**src/rtl/acc_pkg.sv**
```systemverilog
// Shared widths, FSM state encoding and requester-id type for the nibble-serial accumulator sequencer.
package acc_pkg;

    localparam int unsigned WIDTH       = 16;
    localparam int unsigned NIBBLE      = 4;
    localparam int unsigned NUM_NIBBLES = 4;
    localparam int unsigned CNT_W       = 2;

    typedef enum logic [1:0] {
        ST_IDLE = 2'd0,
        ST_RUN  = 2'd1,
        ST_DONE = 2'd2
    } state_t;

    typedef logic req_id_t;

    // Select nibble idx (0 = least significant) of a full-width word.
    function automatic logic [NIBBLE-1:0] nibble_of(input logic [WIDTH-1:0] w,
                                                    input logic [CNT_W-1:0] idx);
        return w[{idx, 2'b00} +: NIBBLE];
    endfunction

endpackage

```
**src/rtl/adder_4.sv**
```systemverilog
// Plain 4-bit ripple adder with carry in/out; the only arithmetic element of the sequencer.
module adder_4 (
    input  logic [3:0] a,
    input  logic [3:0] b,
    input  logic       cin,
    output logic [3:0] sum,
    output logic       cout
);

    assign {cout, sum} = 5'(a) + 5'(b) + 5'(cin);

endmodule

```
**src/rtl/acc_sequencer.sv**
```systemverilog
// Two-requester 16-bit add/subtract sequencer that reuses one 4-bit adder over four cycles.
// Optional macro ACC_RR_ARB_EN selects round-robin arbitration instead of fixed requester-0 priority.
module acc_sequencer
    import acc_pkg::*;
(
    input  logic        clk,
    input  logic        rst_n,
    input  logic [1:0]  req,
    input  logic [1:0]  sub,
    input  logic [15:0] a0,
    input  logic [15:0] b0,
    input  logic [15:0] a1,
    input  logic [15:0] b1,
    output logic [1:0]  gnt,
    output logic        busy,
    output logic        done,
    output logic        done_id,
    output logic [15:0] result,
    output logic        cout
);

    state_t             state;
    logic [CNT_W-1:0]   cnt;
    logic [WIDTH-1:0]   op_a;
    logic [WIDTH-1:0]   op_b;
    logic [WIDTH-1:0]   shadow;
    logic               op_sub;
    logic               carry;
    req_id_t            op_id;
    req_id_t            pick_c;

    logic [NIBBLE-1:0]  nib_a_c;
    logic [NIBBLE-1:0]  nib_b_c;
    logic [NIBBLE-1:0]  nib_sum_c;
    logic               nib_cin_c;
    logic               nib_cout_c;

`ifdef ACC_RR_ARB_EN
    req_id_t            last_id;

    // On a tie, favour whichever requester was not served last.
    always_comb begin
        pick_c = 1'b0;
        if (req == 2'b11) begin
            pick_c = ~last_id;
        end else begin
            pick_c = req[1];
        end
    end
`else
    // Requester 0 wins whenever it is asking.
    always_comb begin
        pick_c = 1'b0;
        if (!req[0]) begin
            pick_c = 1'b1;
        end
    end
`endif

    // Subtract is a + ~b with carry-in 1 on the first nibble.
    assign nib_a_c   = nibble_of(op_a, cnt);
    assign nib_b_c   = nibble_of(op_b, cnt) ^ {NIBBLE{op_sub}};
    assign nib_cin_c = (cnt == '0) ? op_sub : carry;

    adder_4 u_adder (
        .a    (nib_a_c),
        .b    (nib_b_c),
        .cin  (nib_cin_c),
        .sum  (nib_sum_c),
        .cout (nib_cout_c)
    );

    always_ff @(posedge clk or negedge rst_n) begin
        if (!rst_n) begin
            state   <= ST_IDLE;
            cnt     <= '0;
            op_a    <= '0;
            op_b    <= '0;
            op_sub  <= 1'b0;
            op_id   <= 1'b0;
            carry   <= 1'b0;
            shadow  <= '0;
            gnt     <= 2'b00;
            busy    <= 1'b0;
            done    <= 1'b0;
            done_id <= 1'b0;
            result  <= '0;
            cout    <= 1'b0;
`ifdef ACC_RR_ARB_EN
            last_id <= 1'b1;
`endif
        end else begin
            done <= 1'b0;
            case (state)
                ST_IDLE: begin
                    if (req != 2'b00) begin
                        op_id  <= pick_c;
                        op_a   <= pick_c ? a1 : a0;
                        op_b   <= pick_c ? b1 : b0;
                        op_sub <= sub[pick_c];
                        gnt    <= pick_c ? 2'b10 : 2'b01;
                        busy   <= 1'b1;
                        cnt    <= '0;
                        state  <= ST_RUN;
`ifdef ACC_RR_ARB_EN
                        last_id <= pick_c;
`endif
                    end
                end
                ST_RUN: begin
                    shadow[{cnt, 2'b00} +: NIBBLE] <= nib_sum_c;
                    carry <= nib_cout_c;
                    if (cnt == CNT_W'(NUM_NIBBLES - 1)) begin
                        state <= ST_DONE;
                    end else begin
                        cnt <= cnt + CNT_W'(1);
                    end
                end
                ST_DONE: begin
                    done    <= 1'b1;
                    done_id <= op_id;
                    result  <= shadow;
                    cout    <= carry;
                    gnt     <= 2'b00;
                    busy    <= 1'b0;
                    cnt     <= '0;
                    state   <= ST_IDLE;
                end
                default: begin
                    state <= ST_IDLE;
                end
            endcase
        end
    end

endmodule
```
**config.mk**
```make
export PLATFORM = sky130hd
export DESIGN_NAME = acc_sequencer
export DESIGN_NICKNAME = d
export VERILOG_FILES = /design/src/rtl/acc_pkg.sv /design/src/rtl/adder_4.sv /design/src/rtl/acc_sequencer.sv
export SDC_FILE = /design/constraint.sdc
export NUM_CORES = 1
export LEC_CHECK = 0
export ABC_AREA = 0
export BUFFER_PORTS_ARGS = -buffer_cell sky130_fd_sc_hd__buf_2
export CAP_MARGIN = 0
export CELL_PAD_IN_SITES_DETAIL_PLACEMENT = 0
export CELL_PAD_IN_SITES_GLOBAL_PLACEMENT = 2
export CORE_ASPECT_RATIO = 2
export CORE_MARGIN = 1
export CORE_UTILIZATION = 37
export CTS_CLUSTER_DIAMETER = 150
export DETAILED_ROUTE_END_ITERATION = 6
export GPL_TIMING_DRIVEN = 0
export HOLD_SLACK_MARGIN = 0.06
export PLACE_DENSITY_LB_ADDON = 0.2
export SETUP_SLACK_MARGIN = 0.2
export SKIP_CTS_REPAIR_TIMING = 1
export SYNTH_ARGS = -nofsm -noshare
export SYNTH_HDL_FRONTEND = slang
export SYNTH_SLANG_ARGS = --single-unit
```
**constraint.sdc**
```tcl
create_clock -name clk -period 6.34 [get_ports clk]
set_clock_uncertainty 0.2 [all_clocks]
set_input_delay 0.317 -clock clk [delete_from_list [all_inputs] [get_ports clk]]
set_output_delay 0.317 -clock clk [all_outputs]
set_load 0.02 [all_outputs]
```
==> flow_summary.ini, run 1 <==
[yosys]
synth_top_cell_by_area = dfrtp_1
synth_fp_nets = 375
synthFlopType = dfrtp_1
async_reset_ff_frac = 1.00
ys_seq_area_frac = 0.525
synth_cells = 294
synth-seq-cells = 77
synth.avg_cell_area_sq_um = 12.5
yosysWarnings = 0
synth_area_leaders = dfrtp_1 53%, a221o_1 9.0%, nor3b_1 6.8%, mux2_2 5.5%, mux4_2 4.9%
synth_area_sq_mm = 0.00367
synth_top_area_share = 0.525
synth.distinct_cells = 38
synth_edf_count = 0

[outcome]
status = completed

[power]
internal-power_mw = 1.54
switching_share = 0.401
p_switching_mw = 1.03
ir_drop_mv = 0.358
combPwrFrac = 0.499
power_density_mw_per_mm2 = 524
p_leak_nw = 2.30
p_seq_frac = 0.322
pwr-share-clk = 0.179

[floorplan]
die_y_um = 143
rows = 51
floorplan.initialDensity = 0.378
dieArea_sq_mm = 0.0103
num_io_pins = 92
coreArea_sq_mm = 0.00970
die_w_um = 72.4

[sta]
max_freq_mhz = 307
setup_tns_ps = 0
rsz0062_at_grt = false
slew_headroom = 0.584
tightest_slew_ps = 624
finalSetupViolations = 0
post-route-min-period_ps = 3260
maxSlewViolCount = 0
report.final.hold_viol_count = 0
finalCritPeriodShare = 0.514

[final_layout]
layout_commonest_cell = buf_2
area_growth_pct = 34.1
layout_common_cells = 102 x buf_2, 77 x dfrtp_1, 34 x dlygate4sd3_1
n_fill_cell = 946
drive_above_1_share = 0.340
ff_latch_area_sq_mm = 0.00193
finalNetCount = 512
multi_input_area_sq_mm = 0.00158
diodes = 0
final_cell_count_no_fill = 567

[clock_tree]
cts-root-buf = clkbuf_16
cts_buffers = 9
htree_levels = 3
cts.sinks = 77
clock_latency_ps = 340
clock_path_buffers = 2
cts_tree = yes
clk_pin_slew_ps = 50

[critical_path]
path_class = register to register
endpoint = shadow[7]
cp_cell_sequence = clkbuf_1 -> mux4_2 -> xnor2_1 -> fa_1 -> nand2b_1 -> a21oi_1 -> xor2_1 -> a22o_1
reg2reg_depth = 8
crit_required_ps = 6410
cp.depth = 8
rr_endpoint = shadow[7]
cp-end-kind = register
cp_slowest_cell = clkbuf_1
worstPathMaxFanout = 10
worstReg2RegStart = cnt[1]
critPathLaunchType = register
cp_slowest_stage_delay_ps = 520
reg2reg_slack_ps = 3080
cp-startpoint = cnt[1]
crit_family = XOR/XNOR gates
crit_arrival_ps = 3330
path_buf_inv = 1

[placement]
gp_congestion = 0.810
placed_cells = 518
dpl.hpwl_um = 6880
numPortBuffers = 91

[route]
drt-pass1-iter-count = 6
ant_nets = 0
drtIter0Drc = 111
vias = 2877
drc = 0
routed_wl_um = 9250
wl_per_cell_um = 16.3
vias_per_cell = 5.07

[job]
drv_cap = 0

[global_route]
antenna_found_initial = 0
gr-total-overflow = 0
grt_util_all_layers = 0.191
grt_pass1_vias = 2854
grt_max_degree = 58
grt_pass1_wl_um = 14600

[worst_hold_path]
hold_class = input port to register
-- stage by stage --
step | cell area [sq um] | util | hold slack (ps) | setup WS (ps) | power (mW)
2_1_floorplan | 3670 | - | -179 | 3660 | 1.71
3_3_place_gp | 4290 | 0.442 | 260 | 3020 | 2.11
3_5_place_dp | 4320 | 0.445 | 31.8 | 3010 | 2.14
4_1_cts | 4580 | 0.472 | -324 | 2990 | 2.60
5_1_grt | 4920 | 0.507 | 181 | 2920 | 2.76
6_report | 4920 | 0.507 | 155 | 3080 | 2.58
-- tightest hold or removal path: stages --
cell	delay [ps]
buf_2	100
inv_1	50
a21oi_1	110
o21ai_0	70
-- per-layer routing --
layer	GRT usage	vias up	routed length, um
met5	0	-	0
met4	0.0846	0	266
li1	-	1383	-
met1	0.212	1401	3520
met3	0.0388	15	293
met2	0.342	78	5170
-- sequential cells by signal (all words and copies together) (netlist names) --
register  flops
done_id       1
busy          1
carry         1
op_id         1
op_sub        1
op_b         16
state         2
shadow       16
op_a         16
done          1
gnt           2
cout          1
cnt           2
result       16
-- Yosys cell counts (2+ instances only) --
master    count
nand2b_1      2
mux2_2       18
buf_4         2
or3_1         2
nor2_1       13
inv_1         8
buf_2        12
mux4_2        8
nor3_1        2
xor2_1        4
dfrtp_1      77
nor2b_1       2
clkbuf_1      5
o21ai_0      11
buf_6         2
xnor2_1       2
nand2_1      16
a22o_1        8
a221o_1      33
a21oi_1       5
buf_1         3
nor3b_1      33
ha_1          9
o31ai_1       2
fa_1          2
-- worst min path at each step --
stage,startpoint,endpoint,cells past startpoint
2_1_floorplan,rst_n,busy,0
3_3_place_gp,shadow[0],shadow[0],2
3_5_place_dp,rst_n,done,1
4_1_cts,rst_n,done,1
5_1_grt,b1[5],op_b[5],3
6_report,req[1],gnt[0],4
-- kinds of logic (layout without fill, tap and decap cells) --
logic type	count (synthesis)	count (layout)	share of synthesized area
simple gates	78	78	0.125
xor+xnor	6	6	0.0143
buf+inv	32	173	0.0430
compound gates	63	63	0.144
mux	27	27	0.107
fa+ha+maj	11	11	0.0416
flops	77	77	0.525
-- power by group through the flow --
stage	clock (mW)	combinational [mW]	sequential (mW)
after floorplan	0	0.844	0.867
after global placement	0	1.28	0.835
after detailed placement	0	1.30	0.837
after CTS	0.473	1.30	0.831
after global routing	0.494	1.41	0.855
final	0.462	1.29	0.830
-- cell type report --
type / count / area share
Tap cell: 132 / 0.0336
Inverter: 8 / 0.00611
Buffer: 24 / 0.0259
Multi-Input combinational cell: 185 / 0.322
Timing Repair Buffer: 126 / 0.168
Clock inverter: 2 / 0.00204
Sequential cell: 77 / 0.392
Clock buffer: 13 / 0.0509
Power figures use the tool's default switching activity.
==> inputs of run 2 (changes only) <==
CORE_UTILIZATION = 35   (was 37)
clock period = 3 ns   (was 6.34 ns; I/O delays follow)
==> flow_summary.ini, run 2 (synthesized netlist as in run 1, its figures left out) <==
[floorplan]
die_y_um = 147
coreArea_sq_mm = 0.0101
num_io_pins = 92
die_w_um = 74.4
dieArea_sq_mm = 0.0109
rows = 52
floorplan.initialDensity = 0.361

[critical_path]
cp_slowest_stage_delay_ps = 560
cp-startpoint = cnt[0]
path_common_cell = fa_2
worstReg2RegStart = cnt[0]
rr_endpoint = shadow[5]
cp_slowest_cell = mux4_2
worstPathMaxFanout = 6
reg2reg_slack_ps = 280
path_class = register to register
cp_cell_sequence = buf_6 -> mux4_2 -> xnor2_2 -> fa_2 -> inv_1 -> fa_2 -> a22o_1
endpoint = shadow[5]
crit_arrival_ps = 2740
critPathLaunchType = register
cp-end-kind = register
reg2reg_depth = 7
crit_required_ps = 3020

[clock_tree]
cts-root-buf = clkbuf_16
cts.sinks = 77
htree_levels = 3
cts_tree = yes
cts_buffers = 9
clk_pin_slew_ps = 60
clock_path_buffers = 2
clock_latency_ps = 340

[final_layout]
ff_latch_area_sq_mm = 0.00193
layout_commonest_cell = buf_2
drive_above_1_share = 0.355
final_area_sq_mm = 0.00527
post-route-util = 0.519
multi_input_area_sq_mm = 0.00164
diodes = 0
area_growth_pct = 43.8
n_fill_cell = 962
finalNetCount = 532
layout_common_cells = 100 x buf_2, 76 x dfrtp_1, 53 x dlygate4sd3_1

[sta]
finalSetupViolations = 0
slew_headroom = 0.607
finalCritPeriodShare = 0.906
rsz0062_at_grt = true
hold_slack_ps = 15.0
report.final.hold_viol_count = 0
max_freq_mhz = 368
maxSlewViolCount = 0
post-route-min-period_ps = 2720
setup_tns_ps = 0
tightest_slew_ps = 590

[power]
p_seq_frac = 0.281
ir_drop_mv = 0.587
combPwrFrac = 0.522
p_leak_nw = 2.45
power_density_mw_per_mm2 = 1190
internal-power_mw = 3.91
switching_share = 0.376
p_switching_mw = 2.35
pwr-share-clk = 0.197

[route]
drt-pass1-iter-count = 5
routed_wl_um = 9590
ant_nets = 0
drc = 0
vias = 2933
wl_per_cell_um = 16.2
drtIter0Drc = 112
vias_per_cell = 4.96

[placement]
place_area_sq_mm = 0.00431
gp_congestion = 0.742
dpl.hpwl_um = 7170
numPortBuffers = 91

[worst_hold_path]
hold_path_startpoint = sub[1]
hold_class = input port to register

[global_route]
grt_pass1_wl_um = 15000
antenna_found_initial = 0
grt_max_degree = 43
gr-total-overflow = 0
grt_pass1_vias = 2897
grt_util_all_layers = 0.188

[job]
drv_cap = 0

[outcome]
status = completed
run 2: changes by cell type in the layout (fill, tap and decap cells not counted), sizes merged:
cell,before,now
buf,111,113
clkinvlp,0,1
bufinv,0,3
clkbuf,18,14
dlygate4sd3,34,53
run 2: stage by stage:
step	setup slack, ps	power (mW)	std cells
after detailed placement	-354	4.52	521
after floorplan	321	3.62	294
final	283	6.26	591
after global routing	189	6.69	591
after CTS	-343	5.77	537
after global placement	-365	4.46	520
run 2: power groups by stage:
stage / Sequential (mW) / Clock [mW] / Combinational (mW)
CTS: 1.77 / 1.26 / 2.75
finish: 1.76 / 1.23 / 3.27
global placement: 1.77 / 0 / 2.70
detailed placement: 1.78 / 0 / 2.74
global route: 1.82 / 1.31 / 3.56
floorplan: 1.83 / 0 / 1.78
run 2: how the worst min path moves through the flow:
stage               depth (start not counted)          to
floorplan                                   0        busy
global placement                            2     op_a[3]
detailed placement                          1        done
CTS                                         1  result[14]
global route                                3    op_a[13]
finish                                      3      op_sub
run 2: cell type report:
cell class | instances | share of cell area
clock buffer | 10 | 0.0434
inverter | 8 | 0.00570
multi-input combinational | 185 | 0.311
tap | 135 | 0.0320
timing repair buffer | 146 | 0.193
clock inverter | 6 | 0.0211
buffer | 24 | 0.0280
sequential | 77 | 0.366
run 2: routing by layer:
layer  vias up  routed length (um)  global-route usage
met1      1433                3560               0.201
met2        77                5580               0.350
met5         -                   0                   0
li1       1413                   -                   -
met3        10                 308              0.0405
met4         0                 136              0.0594
run 2: worst max-delay path: cells and delay by family (launching register included):
kind | cells | cell delay, ps
compound gates | 1 | 220
xor+xnor | 1 | 170
fa+ha+maj | 2 | 860
buf+inv | 2 | 230
flops | 1 | 360
mux | 1 | 560
==> inputs of run 3 (changes only) <==
PLACE_DENSITY = 0.81   (was not set)
PLACE_DENSITY_LB_ADDON = not set   (was 0.2)
==> flow_summary.ini, run 3 (synthesized netlist as in run 1, its figures left out) <==
[route]
dr.max_layer_used = met4
wl_met3_um = 247
wl_per_cell_um = 16.8
wl_met1_um = 3640
vias_per_cell = 5.13
dr_wl_met2_um = 5820
vias = 3021
drt-pass1-iter-count = 6
ant_nets = 0
drtIter0Drc = 97
drc = 0
routed_wl_um = 9890

[clock_tree]
cts_tree = yes
htree_levels = 3
cts.sinks = 77
cts_buffers = 9
clock_path_buffers = 2
clk_pin_slew_ps = 60
cts-root-buf = clkbuf_16
clock_latency_ps = 340

[final_layout]
drive_above_1_share = 0.370
diodes = 0
area_growth_pct = 42.5
layout_common_cells = 100 x buf_2, 76 x dfrtp_1, 48 x dlygate4sd3_1
layout_commonest_cell = buf_2
finalNetCount = 530
n_fill_cell = 960
post-route-util = 0.515

[critical_path]
endpoint = shadow[15]
critPathLaunchType = register
reg2reg_slack_ps = 220
worstReg2RegStart = cnt[0]
cp-startpoint = cnt[0]
crit_arrival_ps = 2840
worstPathMaxFanout = 5
crit_required_ps = 3070
rr_endpoint = shadow[15]
cp-end-kind = register
reg2reg_depth = 8
path_class = register to register

[power]
p_leak_nw = 2.43
finalPower_mw = 6.12
ir_drop_mv = 0.695
power_density_mw_per_mm2 = 1170

[floorplan]
die_w_um = 74.4
dieArea_sq_mm = 0.0109
die_y_um = 147
rows = 52
coreArea_sq_mm = 0.0101
num_io_pins = 92
floorplan.initialDensity = 0.361

[sta]
maxSlewViolCount = 0
slew_headroom = 0.617
post-route-min-period_ps = 2780
tightest_slew_ps = 575
finalSetupViolations = 0
setup_tns_ps = 0
rsz0062_at_grt = true
max_freq_mhz = 360
report.final.hold_viol_count = 0
worst_slack_ps = 224
finalCritPeriodShare = 0.925

[placement]
preCtsSetupSlack_ps = -318
dpl.hpwl_um = 7150
numPortBuffers = 91
gp_congestion = 0.800

[global_route]
gr-total-overflow = 0
grt_pass1_wl_um = 15400
grt_util_all_layers = 0.193
grt_max_degree = 67
grt_pass1_vias = 2942
antenna_found_initial = 0

[outcome]
status = completed

[job]
drv_cap = 0

[worst_hold_path]
hold_class = input port to register
holdPathStages = 3
==> run 3: cell count changes in the layout (fill, tap and decap cells not counted), moves of 2 or more <==
cell and delta:
dlygate4sd3_1 -5, buf_4 +3, inv_1 -2, inv_2 +2
==> run 3: cell type report <==
cell class | instances | area [sq um] | share of cell area
inverter | 8 | 30.0 | 0.00575
sequential | 77 | 1930 | 0.369
clock buffer | 9 | 225 | 0.0431
tap | 135 | 169 | 0.0323
multi-input combinational | 185 | 1630 | 0.312
clock inverter | 7 | 98.8 | 0.0189
timing repair buffer | 144 | 996 | 0.191
buffer | 24 | 148 | 0.0283
==> run 3: how the worst min path moves through the flow <==
stage	from	end	slack (ps)
after detailed placement	rst_n	done	-190
after CTS	rst_n	gnt[1]	-550
after global routing	a1[8]	op_a[8]	60
final	b1[8]	op_b[8]	10
after global placement	b0[13]	op_b[13]	180
after floorplan	rst_n	busy	-350
==> run 3: critical path, cell delays in order, from the launching register on <==
cell and delay [ps]:
dfrtp_1 410, buf_6 150, mux4_2 560, xnor2_2 170
fa_2 380, nand2b_1 160, a21oi_2 170, xor2_2 310
a22o_1 190
==> run 3: metrics by stage <==
stage	hold WS, ps	instance area, sq um	cells
2_1_floorplan	-346	3670	294
3_3_place_gp	181	4290	520
3_5_place_dp	-188	4320	521
4_1_cts	-548	4650	537
5_1_grt	61.2	5230	589
6_report	13.8	5230	589
==> run 3: layer usage <==
layer	GRT usage	vias to the layer above
met1	0.208	1524
met4	0.0764	0
li1	-	1411
met2	0.354	73
met3	0.0377	13
met5	0	-
==> run 3: report_power, final <==
| part | leakage, nW | internal (mW) | switching (mW) |
|---|---|---|---|
| registers | 0.978 | 1.49 | 0.268 |
| clock network | 0.156 | 0.732 | 0.440 |
| logic | 1.30 | 1.52 | 1.67 |
| total | 2.43 | 3.75 | 2.38 |
